### config.mk
export PLATFORM = sky130hd
export DESIGN_NAME = key_cmd_scheduler
export DESIGN_NICKNAME = d
export VERILOG_FILES = /design/src/rtl/key_cmd_scheduler.sv
export SDC_FILE = /design/constraint.sdc
export NUM_CORES = 1
export LEC_CHECK = 0
export ABC_CLOCK_PERIOD_IN_PS = 2000
export BUFFER_PORTS_ARGS = -buffer_cell sky130_fd_sc_hd__buf_2
export CAP_MARGIN = 20
export CORE_MARGIN = 2
export CORE_UTILIZATION = 35
export DETAILED_ROUTE_END_ITERATION = 10
export SETUP_SLACK_MARGIN = 0.05
export SLEW_MARGIN = 5
export SYNTH_ARGS = -nofsm -noshare
export SYNTH_HDL_FRONTEND = slang
export SYNTH_SLANG_ARGS = --single-unit
### constraint.sdc
create_clock -name clk -period 2 [get_ports clk]
set_clock_uncertainty 0.15 [all_clocks]
set_input_delay 0.4 -clock clk [delete_from_list [all_inputs] [get_ports clk]]
set_output_delay 0.4 -clock clk [all_outputs]
set_load 0.01 [all_outputs]
### src/rtl/key_cmd_scheduler.sv
// rtl/key_cmd_scheduler.sv - buffers debounced key presses and issues them as round-robin key commands
module key_cmd_scheduler #(
    parameter int unsigned HOLDOFF = 12000
) (
    input  logic       clk,
    input  logic       rst_n,
    input  logic [2:0] key_pulse,
    input  logic       cmd_ready,
    input  logic       drop_clr,
    output logic       cmd_valid,
    output logic [1:0] cmd_key,
    output logic       busy,
    output logic [2:0] drop
);

    typedef enum logic [1:0] {
        IDLE  = 2'd0,
        ISSUE = 2'd1,
        HOLD  = 2'd2
    } state_t;

    localparam bit          HOLD_EN   = (HOLDOFF != 0);
    localparam logic [19:0] HOLD_LOAD = 20'(HOLDOFF == 0 ? 0 : HOLDOFF - 1);

    state_t      state;
    state_t      state_nxt;
    logic [2:0]  pending;
    logic [1:0]  ptr;
    logic [19:0] cnt;
    logic        accept;
    logic [2:0]  clr_mask;
    logic [2:0]  drop_set;
    logic [1:0]  winner;

    function automatic logic [1:0] next_idx(input logic [1:0] k);
        return (k == 2'd2) ? 2'd0 : k + 2'd1;
    endfunction

    // First pending key found scanning ptr, ptr+1, ptr+2 (mod 3).
    function automatic logic [1:0] pick(input logic [2:0] p, input logic [1:0] s);
        logic [1:0] c1;
        logic [1:0] c2;
        c1 = next_idx(s);
        c2 = next_idx(c1);
        if (p[s])       return s;
        else if (p[c1]) return c1;
        else            return c2;
    endfunction

    assign accept   = (state == ISSUE) && cmd_ready;
    assign clr_mask = accept ? (3'b001 << cmd_key) : 3'b000;
    // A press arriving while its key is still buffered (and not being drained now) is lost.
    assign drop_set = key_pulse & pending & ~clr_mask;
    assign winner   = pick(pending, ptr);

    always_ff @(posedge clk) begin
        if (!rst_n) begin
            state <= IDLE;
        end else begin
            state <= state_nxt;
        end
    end

    always_comb begin
        state_nxt = state;
        case (state)
            IDLE:    if (|pending) state_nxt = ISSUE;
            ISSUE:   if (cmd_ready) state_nxt = HOLD_EN ? HOLD : IDLE;
            HOLD:    if (cnt == 20'd0) state_nxt = IDLE;
            default: state_nxt = IDLE;
        endcase
    end

    always_comb begin
        cmd_valid = 1'b0;
        busy      = 1'b0;
        if (state == ISSUE) cmd_valid = 1'b1;
        if (state != IDLE)  busy      = 1'b1;
    end

    always_ff @(posedge clk) begin
        if (!rst_n) begin
            pending <= 3'b000;
            ptr     <= 2'd0;
            cnt     <= 20'd0;
            cmd_key <= 2'd0;
            drop    <= 3'b000;
        end else begin
            // Set wins over the accept clear, so a same-edge re-press stays buffered.
            pending <= (pending & ~clr_mask) | key_pulse;
            drop    <= (drop_clr ? 3'b000 : drop) | drop_set;
            if (state == IDLE && |pending) begin
                cmd_key <= winner;
            end
            if (accept) begin
                ptr <= next_idx(cmd_key);
            end
            if (accept && HOLD_EN) begin
                cnt <= HOLD_LOAD;
            end else if (state == HOLD && cnt != 20'd0) begin
                cnt <= cnt - 20'd1;
            end
        end
    end

endmodule

==> results by group <==
Placed design
  – Post-DP HPWL: 3240 µm
  – Placed Area: ~2100 µm²
  – Port Buffer Count: 13
  – Placement Setup Slack: -142 ps
  – Final GP Congestion: 0.837

Routing
  – Routed len/inst: 15.1 µm
  – Vias post-DR: ~1800
  – Uppermost layer routed: met4
  – Remaining DRCs: 0
  – TritonRoute pass-1 iters: 4
  – ANT nets after route: 0
  – Metal2 WL: 2230 µm
  – Avg Vias per Cell: 5.65
  – Iteration-0 DRC Markers: 68
  – M1 WL: 2250 µm
  – Met3 Routed Length: a little under 200 µm
  – Total Routed Length: 4740 µm

STA
  – Fin Setup TNS: -992 ps
  – Endpoints failing setup: 18
  – Worst setup margin: -115 ps
  – Final Hold Vio Count: 0
  – RSZ-0062 raised after global routing: yes
  – Fmax achieved: 473 MHz
  – Final slew viol count: 0
  – Final Cycle Share: 1.06
  – Relative slew slack: 0.673
  – Pin slew with the least headroom to its limit: 490 ps
  – Post-layout min period: roughly 2100 ps

Worst setup path
  – Data arrival time of the worst path: 2190 ps
  – CP Launch Type: flop
  – Slowest stage delay, CP: about 530 ps
  – Crit path max fanout: 4
  – Critical Path End Type: flop
  – Crit-path cells: or4_4 -> or4_4 -> buf_4 -> or3_4 -> a21oi_2
  – Required time worst endpoint: 2070 ps
  – Crit Path Category: flop to flop
  – Critical path's slowest cell: or4_4
  – Most common cell on crit path: or4_4

Power and ir drop
  – Gate power share: 0.508
  – Worst IR Drop VDD: 0.000479 V
  – Pint: 1.67 mW
  – Power, Total: 2.64 mW
  – Clock power share: 0.204
  – Power Dens Cells: approximately 1100 nW/µm²
  – Net Sw Power: 0.969 mW
  – LEAKAGE: between 0.9 and 1 nW
  – Sequential Power Share: 0.288
  – Sw Ratio: 0.367

Global route
  – Pin count of the biggest net entering global routing: 14
  – GRT Residual Overflow: 0
  – Number of global-route vias before repair: 1754
  – Global-route wire length before repair: roughly 8000 µm
  – Total GRT Usage: 0.194
  – Initial antenna violation count: 0

Synth
  – Post-synth top cells: dfxtp_1, nor2_1, a21oi_1, nand2_1, or3_1
  – Mapped Area: between 1500 and 2000 µm²
  – Synth area leaders: dfxtp_1, or3_1, nor2_1, a21oi_1, mux2i_1
  – Post-synthesis sequential element count: 32
  – Gate Count Post-Synth: 201
  – Cell with the most instances after synthesis: dfxtp_1
  – Register area share after synthesis: 0.377
  – Post-synth EDFFs: 0
  – Async SR Flop Fraction: 0
  – Yosys top cell by area: dfxtp_1
  – Synthesized net count: 210
  – Distinct cells, synth: 47
  – Yosys top cell area share: 0.377
  – Yosys warns: 0
  – Syn_area_per_cell: 8.45 µm²
  – Dominant synthesized flop cell: dfxtp_1

Cells and area
  – Final Instance Area: 2450 µm²
  – N_diodes: 0
  – Layout cells sized above 1: 0.390
  – Net count, final: 267
  – Post-Route Utilization: 0.521
  – Layout Area Growth over Synthesis: 44.0%

Floorplanning
  – Die ar.: 5430 µm²
  – Core ar.: 4690 µm²
  – Std cell rows: 25
  – Chip width: 73.7 µm
  – # IOs: 14
  – Die Y: 73.7 µm
  – Starting Density: 0.362

Clocking
  – CTS Buf Count: 5
  – Clock tree root buffer cell: clkbuf_8
  – Sink Count: 32
  – CTS max path bufs: 2
  – TritonCTS clock tree: done
  – Clock transition at path regs: around 70 ps
  – Worst-skew pair later-pin latency: 290 ps
  – H-tree depth: 2

Run status
  – Failing checks: setup timing
  – Outcome: complete, but fails checks

Job
  – Max-cap violations: 0

Worst hold path
  – Hold Crit Class: input pin to flop
## metal layers
metal / up-vias / track usage
met4: 0 / 0.0606
met3: 7 / 0.0466
met2: 34 / 0.308
met1: 849 / 0.260
li1: 879 / -
met5: - / 0
## flip-flops by register name (all words and copies together) (netlist names)
register / flops
drop: 3
pending: 3
state: 2
cnt: 20
cmd_key: 2
ptr: 2
## power groups by stage
stage / Sequential [mW] / Clock, mW / Combinational, mW
6_report: 0.760 / 0.537 / 1.34
3_5_place_dp: 0.770 / 0 / 0.908
2_1_floorplan: 0.785 / 0 / 0.543
4_1_cts: 0.759 / 0.551 / 1.23
3_3_place_gp: 0.770 / 0 / 0.901
5_1_grt: 0.771 / 0.580 / 1.45
## worst max-delay path, delay by kind of cell, from the launching register on
family / cells / cell delay, ps
simple gates: 3 / 1300
compound gates: 1 / 120
flops: 1 / 320
buf+inv: 1 / 160
## area by class of cell
type | count | area (µm²)
Inverter | 9 | 33.8
Sequential cell | 32 | 643
Timing Repair Buffer | 58 | 438
Tap cell | 54 | 67.6
Clock inverter | 2 | 15.0
Clock buffer | 6 | 82.6
Multi-Input combinational cell | 152 | 1170
Fill cell | 453 | 2250
## cell usage in the layout (no fill, tap or decap), types with 3 or more instances in the layout
cell type  synthesis  final
buf_4              0     38
dfxtp_1           32     30
nor2_1            18     18
nand2_1           13     13
buf_2              1     13
a21oi_1           13     10
or3_1             13      9
inv_1              8      6
nand2b_1           6      6
o21ai_0            6      6
a211oi_2           0      6
mux2i_1            6      6
clkbuf_8           0      6
buf_6              0      6
nor3_1             6      5
o31ai_1            6      5
or4_4              2      4
or3_4              0      4
or4_1              6      4
a31oi_1            4      4
nor4_1             6      4
o31a_1             4      4
nor2b_1            3      3
## path summary, 6_finish.rpt
kind                        from                    end  slack [ps]  depth (start not counted)
max reg2reg  cnt[8]$_SDFFE_PP0P_   cnt[16]$_SDFFE_PP0P_        -110                          5
max          cnt[8]$_SDFFE_PP0P_   cnt[16]$_SDFFE_PP0P_        -110                          5
min reg2reg   drop[0]$_SDFF_PN0_     drop[0]$_SDFF_PN0_         320                          2
min                 key_pulse[1]  pending[1]$_SDFF_PN0_         180                          3
## per-stage QoR
stage	hold slack, ps	instances
floorplan	301	201
global placement	309	298
detailed placement	311	298
CTS	180	312
global route	212	313
finish	185	313
## cell families after synthesis
family	synth area share
AOI/OAI and AO/OA	0.228
buffers and inverters	0.0383
DFF	0.377
adders and majority gates	0.0147
muxes	0.0353
and+or+nand+nor	0.306
## timing repair
action | CTS | global route
gates resized for setup | 25 | 11
buffers inserted | 6 | 1
pin swaps | 8 | 6
hold buffers | 0 | 0
setup endpoints to repair | 19 | 20
No activity file was read; power rests on OpenSTA's default activity.
